### config.mk
export PLATFORM = sky130hd
export DESIGN_NAME = cadr_run_ctl
export DESIGN_NICKNAME = d
export VERILOG_FILES = /design/src/rtl/cadr_pkg.sv /design/src/rtl/cadr_run_hold.sv /design/src/rtl/cadr_run_ctl.sv
export SDC_FILE = /design/constraint.sdc
export NUM_CORES = 1
export LEC_CHECK = 0
export CAP_MARGIN = 20
export CORE_ASPECT_RATIO = 0.6
export CORE_UTILIZATION = 45
export CTS_BUF_LIST = sky130_fd_sc_hd__clkbuf_8
export CTS_CLUSTER_SIZE = 10
export DETAILED_ROUTE_END_ITERATION = 12
export GPL_TIMING_DRIVEN = 0
export HOLD_SLACK_MARGIN = 0.12
export PLACE_DENSITY = 0.74
export SLEW_MARGIN = 20
export SYNTH_ARGS = -nofsm -noshare
export SYNTH_HDL_FRONTEND = slang
export SYNTH_SLANG_ARGS = --single-unit
### constraint.sdc
create_clock -name clock -period 2.1 [get_ports clock]
set_clock_uncertainty 0.2 [all_clocks]
set_input_delay 0.315 -clock clock [delete_from_list [all_inputs] [get_ports clock]]
set_output_delay 0.315 -clock clock [all_outputs]
set_load 0.005 [all_outputs]
### src/rtl/cadr_pkg.sv
// Shared types and constants for the CADR run-control sequencer.
package cadr_pkg;

    typedef enum logic [1:0] {
        StRstHold  = 2'd0,
        StHalted   = 2'd1,
        StRunning  = 2'd2,
        StStepping = 2'd3
    } run_state_e;

    localparam logic [1:0] CMD_HALT  = 2'd0;
    localparam logic [1:0] CMD_RUN   = 2'd1;
    localparam logic [1:0] CMD_STEP  = 2'd2;
    localparam logic [1:0] CMD_RESET = 2'd3;

    localparam logic [1:0] CAUSE_NONE = 2'd0;
    localparam logic [1:0] CAUSE_CMD  = 2'd1;
    localparam logic [1:0] CAUSE_CPU  = 2'd2;
    localparam logic [1:0] CAUSE_STEP = 2'd3;

endpackage

### src/rtl/cadr_run_hold.sv
// Loadable down-counter that stops at zero; done is high while the count is zero.
module cadr_run_hold #(
    parameter int unsigned WIDTH = 4,
    parameter int unsigned INIT  = 15
) (
    input  logic             clock,
    input  logic             reset,
    input  logic             load,
    input  logic [WIDTH-1:0] load_val,
    input  logic             en,
    output logic             done
);

    logic [WIDTH-1:0] count_q, count_d;

    always_comb begin
        count_d = count_q;
        if (load) begin
            count_d = load_val;
        end else if (en && !done) begin
            count_d = count_q - WIDTH'(1);
        end
    end

    always_ff @(posedge clock or negedge reset) begin
        if (!reset) begin
            count_q <= WIDTH'(INIT);
        end else begin
            count_q <= count_d;
        end
    end

    assign done = (count_q == '0);

endmodule

### src/rtl/cadr_run_ctl.sv
// Run-control sequencer for the CADR core: reset hold, run, halt and single-step,
// with per-cycle enable gating and a retired-cycle counter.
module cadr_run_ctl
    import cadr_pkg::*;
#(
    parameter int unsigned RESET_HOLD = 16,
    parameter int unsigned STEP_W     = 16,
    parameter int unsigned CYC_W      = 32
) (
    input  logic              clock,
    input  logic              reset,
    input  logic              cmd_valid,
    output logic              cmd_ready,
    input  logic [1:0]        cmd_op,
    input  logic [STEP_W-1:0] cmd_count,
    input  logic              cpu_wait,
    input  logic              cpu_halt,
    output logic              cpu_reset,
    output logic              cpu_run,
    output logic              halted,
    output logic [1:0]        halt_cause,
    output logic              cmd_err,
    output logic [STEP_W-1:0] steps_left,
    output logic [CYC_W-1:0]  cyc_count
);

    localparam int unsigned HOLD_W = (RESET_HOLD > 1) ? $clog2(RESET_HOLD) : 1;

    run_state_e        state_q, state_d;
    logic [1:0]        cause_q, cause_d;
    logic [STEP_W-1:0] steps_q, steps_d;
    logic [CYC_W-1:0]  cyc_q, cyc_d;
    logic              cpu_reset_q, cpu_reset_d;
    logic              err_q, err_d;
    logic              hold_load, hold_en, hold_done;
    logic              accept, active;

    cadr_run_hold #(
        .WIDTH (HOLD_W),
        .INIT  (RESET_HOLD - 1)
    ) u_hold (
        .clock    (clock),
        .reset    (reset),
        .load     (hold_load),
        .load_val (HOLD_W'(RESET_HOLD - 1)),
        .en       (hold_en),
        .done     (hold_done)
    );

    assign cmd_ready = (state_q != StRstHold);
    assign accept    = cmd_valid && cmd_ready;
    assign active    = (state_q == StRunning) || (state_q == StStepping);
    assign cpu_run   = active && !cpu_wait && !cpu_halt;

    always_comb begin
        state_d   = state_q;
        cause_d   = cause_q;
        steps_d   = steps_q;
        cyc_d     = cpu_run ? cyc_q + CYC_W'(1) : cyc_q;
        hold_load = 1'b0;
        hold_en   = 1'b0;
        // Illegal commands are flagged even if something else moves the state this cycle.
        err_d     = accept && (((cmd_op == CMD_RUN) && (state_q == StStepping)) ||
                               ((cmd_op == CMD_STEP) && (state_q != StHalted)));

        case (state_q)
            StRstHold: begin
                hold_en = 1'b1;
                if (hold_done) state_d = StHalted;
            end
            StHalted: begin
                if (accept) begin
                    case (cmd_op)
                        CMD_RUN: begin
                            state_d = StRunning;
                            cause_d = CAUSE_NONE;
                        end
                        CMD_STEP: begin
                            state_d = StStepping;
                            cause_d = CAUSE_NONE;
                            steps_d = (cmd_count == '0) ? STEP_W'(1) : cmd_count;
                        end
                        default: ;
                    endcase
                end
            end
            StRunning: begin
                if (cpu_halt) begin
                    state_d = StHalted;
                    cause_d = CAUSE_CPU;
                end else if (accept && (cmd_op == CMD_HALT)) begin
                    state_d = StHalted;
                    cause_d = CAUSE_CMD;
                end
            end
            StStepping: begin
                if (cpu_halt) begin
                    state_d = StHalted;
                    cause_d = CAUSE_CPU;
                    steps_d = '0;
                end else if (accept && (cmd_op == CMD_HALT)) begin
                    state_d = StHalted;
                    cause_d = CAUSE_CMD;
                    steps_d = '0;
                end else if (cpu_run) begin
                    if (steps_q == STEP_W'(1)) begin
                        state_d = StHalted;
                        cause_d = CAUSE_STEP;
                        steps_d = '0;
                    end else begin
                        steps_d = steps_q - STEP_W'(1);
                    end
                end
            end
            default: state_d = StRstHold;
        endcase

        // RESET outranks every other event in the cycle.
        if (accept && (cmd_op == CMD_RESET)) begin
            state_d   = StRstHold;
            hold_load = 1'b1;
            cyc_d     = '0;
            steps_d   = '0;
            cause_d   = CAUSE_NONE;
        end

        cpu_reset_d = (state_d == StRstHold);
    end

    always_ff @(posedge clock or negedge reset) begin
        if (!reset) begin
            state_q     <= StRstHold;
            cause_q     <= CAUSE_NONE;
            steps_q     <= '0;
            cyc_q       <= '0;
            cpu_reset_q <= 1'b1;
            err_q       <= 1'b0;
        end else begin
            state_q     <= state_d;
            cause_q     <= cause_d;
            steps_q     <= steps_d;
            cyc_q       <= cyc_d;
            cpu_reset_q <= cpu_reset_d;
            err_q       <= err_d;
        end
    end

    assign cpu_reset  = cpu_reset_q;
    assign halted     = (state_q == StHalted);
    assign halt_cause = cause_q;
    assign cmd_err    = err_q;
    assign steps_left = steps_q;
    assign cyc_count  = cyc_q;

endmodule

== Yosys cells after proc, flatten, opt, wreduce, memory -nomap -nowiden ==
Index checks and enable logic that the tools add are counted.
Word-level totals
  bits in registers: 58
  bits in latches: 0
  RAM bits: 0
  bits in read-only memories: 0
  bits of input ports: 23
  word-level logic and storage cells: 87
  memories: 0
Operators by class
  $add $sub $neg: 3
  multiply operators: 0
  div/mod/pow operators: 0
  magnitude comparators: 0
  equality and inequality tests: 14
  shifts and indexed selects: 0
  muxes and demuxes: 36
  bitwise gates (word level): 0
  reductions and logical operators: 27
Operators by type and width (count)
  16-bit two-way mux: 8
  32-bit two-way mux: 2
  2-bit two-way mux: 18
  32-bit by 1-bit adder with 32-bit output (second input constant): 1
  16-bit case mux with 2 select lines: 1
  16-bit by 1-bit == test with 1-bit output (second input constant): 1
  16-bit zero test: 1
  16-bit by 1-bit subtractor with 16-bit output (second input constant): 1
  1-bit logical AND: 9
  2-bit == test (second input constant): 4
  4-bit two-way mux: 2
  2-bit case mux with 4 select lines: 1
  2-bit zero test: 3
  3-bit by 1-bit inequality test with 1-bit output (second input constant): 2
  2-bit case mux with 3 select lines: 1
  6-bit AND reduction: 1
  2-bit nonzero test: 3
  5-bit by 2-bit inequality test with 1-bit output (second input constant): 1
  5-bit by 3-bit inequality test with 1-bit output (second input constant): 1
  2-bit by 1-bit == test with 1-bit output (second input constant): 2
  4-bit zero test: 1
  4-bit by 2-bit inequality test with 1-bit output (second input constant): 1
  2-bit case mux with 2 select lines: 1
  4-bit AND reduction: 1
  9 further kinds: 13

== Depth between registers and ports, before layout ==
  depth after elaboration: 10
  depth in mapped cells: 8
  mapped depth without buffers: 7

== Hierarchy ==
From an unflattened synthesis, not the netlist that was laid out.
Second synthesis, totals
  cells, all modules: 417
  area total of the unflattened synthesis: 3732.3 µm²
By module, submodules not included
  cadr_run_ctl: instances 1, cells each 390, area each 3457.1 µm², sequential area each 1352.5 µm²
  cadr_run_hold: instances 1, cells each 27, area each 275.3 µm², sequential area each 105.1 µm²

== Worst setup path before layout ==
OpenSTA, ideal clock, no wires.
  path kind: in2reg
  start: input port cpu_wait
  end: register cyc_q[26] (netlist: cyc_count[26])
  setup time: 78 ps
  arrival: 2059 ps
  data required time: 1822 ps
  path slack: -237 ps
  cell stages on the path: 8
  cells stage by stage: or3b_1 buf_6 clkinv_4 nand2_4 or4_1 buf_2 or3_1 a21oi_1
Between the ends
  cells in the longest elaborated chain, start to end: 4
RTL lines
  from (decl): line cadr_run_ctl.sv:16  | input logic cpu_wait,
  1-bit zero test: line cadr_run_ctl.sv:53  | assign cpu_run = active && !cpu_wait && !cpu_halt;
  1-bit logical AND (2 in a row): line cadr_run_ctl.sv:53
  via cpu_run: line cadr_run_ctl.sv:19  | output logic cpu_run,
  2-bit nonzero test (no line)
  to (signal assigned): line cadr_run_ctl.sv:142  | cyc_q <= cyc_d;
  to (decl): line cadr_run_ctl.sv:32  | logic [CYC_W-1:0] cyc_q, cyc_d;
The timed path passes the listed nets, and every way through them passes these cells.
A chain may end at the register's enable or synchronous reset.

== Worst setup path after layout ==
  start: register steps_q[1] (netlist: steps_left[1])
  end: register steps_q[14] (netlist: steps_left[14])
Between the ends
  cells in the longest elaborated chain, start to end: 7
RTL lines
  from (decl): line cadr_run_ctl.sv:31  | logic [STEP_W-1:0] steps_q, steps_d;
  from (signal assigned): line cadr_run_ctl.sv:141  | steps_q <= steps_d;
  16-bit by 1-bit subtractor with 16-bit output / 16-bit by 1-bit == test with 1-bit output (equally long branches): line cadr_run_ctl.sv:111, cadr_run_ctl.sv:106
  16-bit two-way mux (*): line cadr_run_ctl.sv:106  | if (steps_q == STEP_W'(1)) begin
  16-bit two-way mux (*): line cadr_run_ctl.sv:105  | end else if (cpu_run) begin
  16-bit two-way mux (*): line cadr_run_ctl.sv:101  | end else if (accept && (cmd_op == CMD_HALT)) begin
  16-bit two-way mux (*): line cadr_run_ctl.sv:97  | if (cpu_halt) begin
  16-bit case mux with 2 select lines (*): line cadr_run_ctl.sv:66  | case (state_q)
  16-bit two-way mux (*): line cadr_run_ctl.sv:119  | if (accept && (cmd_op == CMD_RESET)) begin
Every way passes the cells marked *; elsewhere a longest branch is shown, timed or not. The select of a mux whose other input is x is not followed.

==> results.md <==
- The flow ran to the end, but the final reports show violations.
- The final reports fail on negative setup slack.
- Global routing used between 20% and 30% of the available tracks.
- The via count of the first global-routing pass is ~3100.
- The vertical die dimension is a little under 70 um.
- The arrival time at the worst endpoint is 2.42 ns.
- The mapped netlist covers approximately 0.0033 mm2.
- In the layout the commonest cells are sky130_fd_sc_hd__clkdlybuf4s50_1 (69), sky130_fd_sc_hd__buf_4 (44), sky130_fd_sc_hd__dfrtp_1 (41), sky130_fd_sc_hd__nand2_1 (35), sky130_fd_sc_hd__nor2_1 (32).
- The worst IR drop on VDD is approximately 0.00061 V.
- The internal portion of the total power is ~3.3 mW.
- The placer congestion estimate is ~0.95.
- The initial standard-cell utilization of the core is just under 50%.
- Measured on the finished design, the core utilization comes to between 70% and 80%.
- The filler cells instantiated in the layout total roughly 470.
- Counting flops with an async set or reset pin after synthesis yields a share of 100%.
- The number of cell rows is 23.
- The number of I/O port buffers is 77.
- The minimum hold slack is 0.300 ns.
- After detailed routing, the number of remaining DRC violations is 0.
- The number of standard cells after synthesis is 376.
- The worst-skew pair later-pin latency is about 0.34 ns.
- Of the total power, the clock network draws between 20% and 30%.
- The maximum frequency from static timing analysis is ~420 MHz.
- The aggregate routed wire length is 11500 um.
- The relative max-transition margin is 65.0%.
- In the synthesized netlist the dominant register cell turns out to be sky130_fd_sc_hd__dfrtp_1.
- The sink count of the clock tree is 58.
- The initial antenna violation count came to 0.
- The library cell used most frequently in the layout, excluding fill and tap cells, is sky130_fd_sc_hd__clkdlybuf4s50_1.
- The number of unique standard cell types used by synthesis is 55.
- The routed via count is about 3700.
- The die width is about 110 um.
- The post-route clock period utilization is 114%.
- The number of cells in the finished layout apart from fillers is between 600 and 700.
- After global routing the overflow that remains totals 0.
- Of the total power, the share spent switching nets is around 38%.
- The number of setup violations in the final report is 25.
- The portion of synthesized area spent on multiplexers is 0%.
- The final count of hold timing violations was 0.
- After the first detailed-routing iteration, the DRC count stood at between 300 and 400.
- The proportion of power drawn by combinational gates is 44.8%.
- The power density relative to cell area is 1010 mW/mm2.
- Counting flops and latches in the post-synthesis netlist gives between 50 and 60.
- The setup slack after layout is -0.291 ns.
- The adder and majority gate portion of the synthesized area is under 10%.
- The shortest period the worst path allows is between 2 and 2.5 ns.
- The floorplan step defined a die boundary enclosing 0.00779 mm2.
- During I/O placement, the number of pins put on the boundary was 78.
- The net count of the finished layout is between 500 and 600.
- The setup slack after placement is -1.09 ns.
- The final total negative setup slack is -4.01 ns.
- The post-DP HPWL is around 7200 um.
- The dominant combinational cell family by area after synthesis is simple AND/OR/NAND/NOR gates.
- The post-route total power is around 5.3 mW.
- From synthesis to final layout, the design area changed by 56.2%.
- The synthesized-area fraction occupied by ao, oa, aoi and oai cells is 16.4%.
- The number of clock buffers added by TritonCTS is 9.
- The number of synthesis warnings is 0.
- The final max-slew violation count was 0.
- The placed instances occupy a cell area of between 0.004 and 0.005 mm2.
- The count of nets left with antenna violations once routing finished came out at 0.
- The clock root buffer is sky130_fd_sc_hd__clkbuf_8.
- The transition at the pin with the smallest max-transition slack is between 0.5 and 0.6 ns.
- The sequential fraction of the synthesis area is between 40% and 50%.
- For this design the static power due to leakage is 2.21 nW.
- After detailed placement, the design holds a cell count of 554.
- In this run the mean area of a mapped cell was approximately 8.9 um2.
- Counting every net in the synthesized netlist gives between 400 and 500.
- STA classifies the critical path startpoint as a flop.
- The required time at the worst-slack endpoint is between 2 and 2.5 ns.
- The pin count of the biggest net entering global routing is 56.
- The clock transition at the registers of the reported paths is 0.07 ns.
- The post-detailed-route via-to-cell ratio is 6.01.
- The worst setup path is of the reg -> reg kind.
- The number of synthesized flops with an enable pin is 0.
- Across the run, the number of max-cap violations was 0.
- The synthesized netlist devotes about 5.8% of its cell area to XOR and XNOR gates.
- Cells with a size suffix above 1 make up approximately 29% of the layout.
- The number of antenna diodes in the final layout is 0.
- The global-route wire length before repair is about 17000 um.
- TritonCTS built the clock tree.
- For this run, the detailed router's first-pass iteration total came to 5.
- Setup repair after global routing could not meet its margin everywhere.
- The simple-gate share of the synthesized area is between 20 and 30%.
- The kind of end point of the critical path is a flop.
- CTS built an H-tree with a depth of 3.
- The worst hold path belongs to the class reg -> reg.
- The analysis attributes to net switching a power of 2.00 mW.
- The critical-path maximum fanout is 5.
- After routing the design area is between 0.005 and 0.006 mm2.
- The detail-routed net length per standard cell is ~19 um.
- The portion of total power attributed to sequential cells is between 30% and 40%.
- After floorplanning, the core was sized to cover roughly 0.007 mm2.
- The buffer levels on the longest clock path is 2.
cells in the mapped netlist, types with 6 or more instances:
| cell type | n | area (um2) |
|---|---|---|
| sky130_fd_sc_hd__ha_1 | 8 | 100 |
| sky130_fd_sc_hd__dfrtp_1 | 53 | 1330 |
| sky130_fd_sc_hd__nand2_1 | 38 | 143 |
| sky130_fd_sc_hd__nor2_1 | 37 | 139 |
| sky130_fd_sc_hd__nand3_1 | 14 | 70.1 |
| sky130_fd_sc_hd__o21ai_0 | 18 | 90.1 |
| sky130_fd_sc_hd__or3_1 | 13 | 81.3 |
| sky130_fd_sc_hd__nor4_1 | 9 | 56.3 |
| sky130_fd_sc_hd__xor2_1 | 10 | 87.6 |
| sky130_fd_sc_hd__clkbuf_1 | 8 | 30.0 |
| sky130_fd_sc_hd__a221o_1 | 6 | 60.1 |
| sky130_fd_sc_hd__nor3_1 | 14 | 70.1 |
| sky130_fd_sc_hd__xnor2_1 | 12 | 105 |
| sky130_fd_sc_hd__a21oi_1 | 26 | 130 |
| sky130_fd_sc_hd__nand4_1 | 18 | 113 |
| sky130_fd_sc_hd__inv_1 | 14 | 52.6 |
layer usage:
metal  wire [um]  share of wire (%)  GRT usage, %  up-vias
met2        4830                 42          39.6      231
met1        5190                 45          43.4     1764
met5           0                  0             0        -
li1            -                  -             -     1653
met4         165                1.4          9.38        0
met3        1370                 12          8.65       24
critical path: stages, from the launching register on:
cell,delay (ns)
sky130_fd_sc_hd__dfrtp_1,0.40
sky130_fd_sc_hd__inv_2,0.10
sky130_fd_sc_hd__ha_4,0.13
sky130_fd_sc_hd__nor4b_4,0.19
sky130_fd_sc_hd__nand4_1,0.28
sky130_fd_sc_hd__nand4_1,0.35
sky130_fd_sc_hd__buf_4,0.19
sky130_fd_sc_hd__clkbuf_16,0.14
sky130_fd_sc_hd__a21oi_2,0.04
sky130_fd_sc_hd__a221o_1,0.26
registers in the layout, indices dropped and copies added (netlist names):
name	cells
u_hold.count_q	4
halt_cause	2
steps_left	16
cyc_count	32
cmd_err	1
cpu_reset	1
state_q	2
path summary, 6_finish.rpt:
path | startpoint | endpoint | slack [ns] | cells after the start
min in group asynchronous | reset | steps_left[4] | 0.32 | 3
min | halt_cause[0] | halt_cause[0] | 0.30 | 1
min reg2reg | halt_cause[0] | halt_cause[0] | 0.30 | 1
max reg2reg | steps_left[1] | steps_left[14] | -0.29 | 9
max in group asynchronous | reset | steps_left[13] | 0.78 | 3
max | steps_left[1] | steps_left[14] | -0.29 | 9
what timing repair did:
item / in CTS / in global routing
gates resized for setup: 68 / 48
pin swaps: 9 / 25
gates cloned: 1 / 0
buffers inserted: 32 / 14
hold endpoints to repair: 58 / 0
endpoints found under the setup margin: 55 / 44
hold buffers: 2 / 0
power groups by stage:
stage          clock (mW)  sequential, mW  combinational [mW]
2_1_floorplan           0            1.66               0.904
3_3_place_gp            0            1.73                1.57
3_5_place_dp            0            1.74                1.61
4_1_cts              1.15            1.74                2.05
5_1_grt              1.20            1.80                2.54
6_report             1.14            1.77                2.36
area by class of cell:
class	instances	area (um2)	share of cell area, %
clock buffer	9	124	2.37
sequential	58	1470	28.2
inverter	15	61.3	1.17
clock inverter	7	86.3	1.65
multi-input combinational	289	2110	40.4
buffer	8	72.6	1.39
tap	100	125	2.40
timing repair buffer	125	1170	22.4
cells by family after synthesis:
kind of cell / Yosys count
DFF: 58
and+or+nand+nor: 176
buffers and inverters: 29
AOI/OAI and AO/OA: 83
adders and majority gates: 8
xor gates and xnor gates: 22
Note: power is estimated with default switching activity, not from simulation.
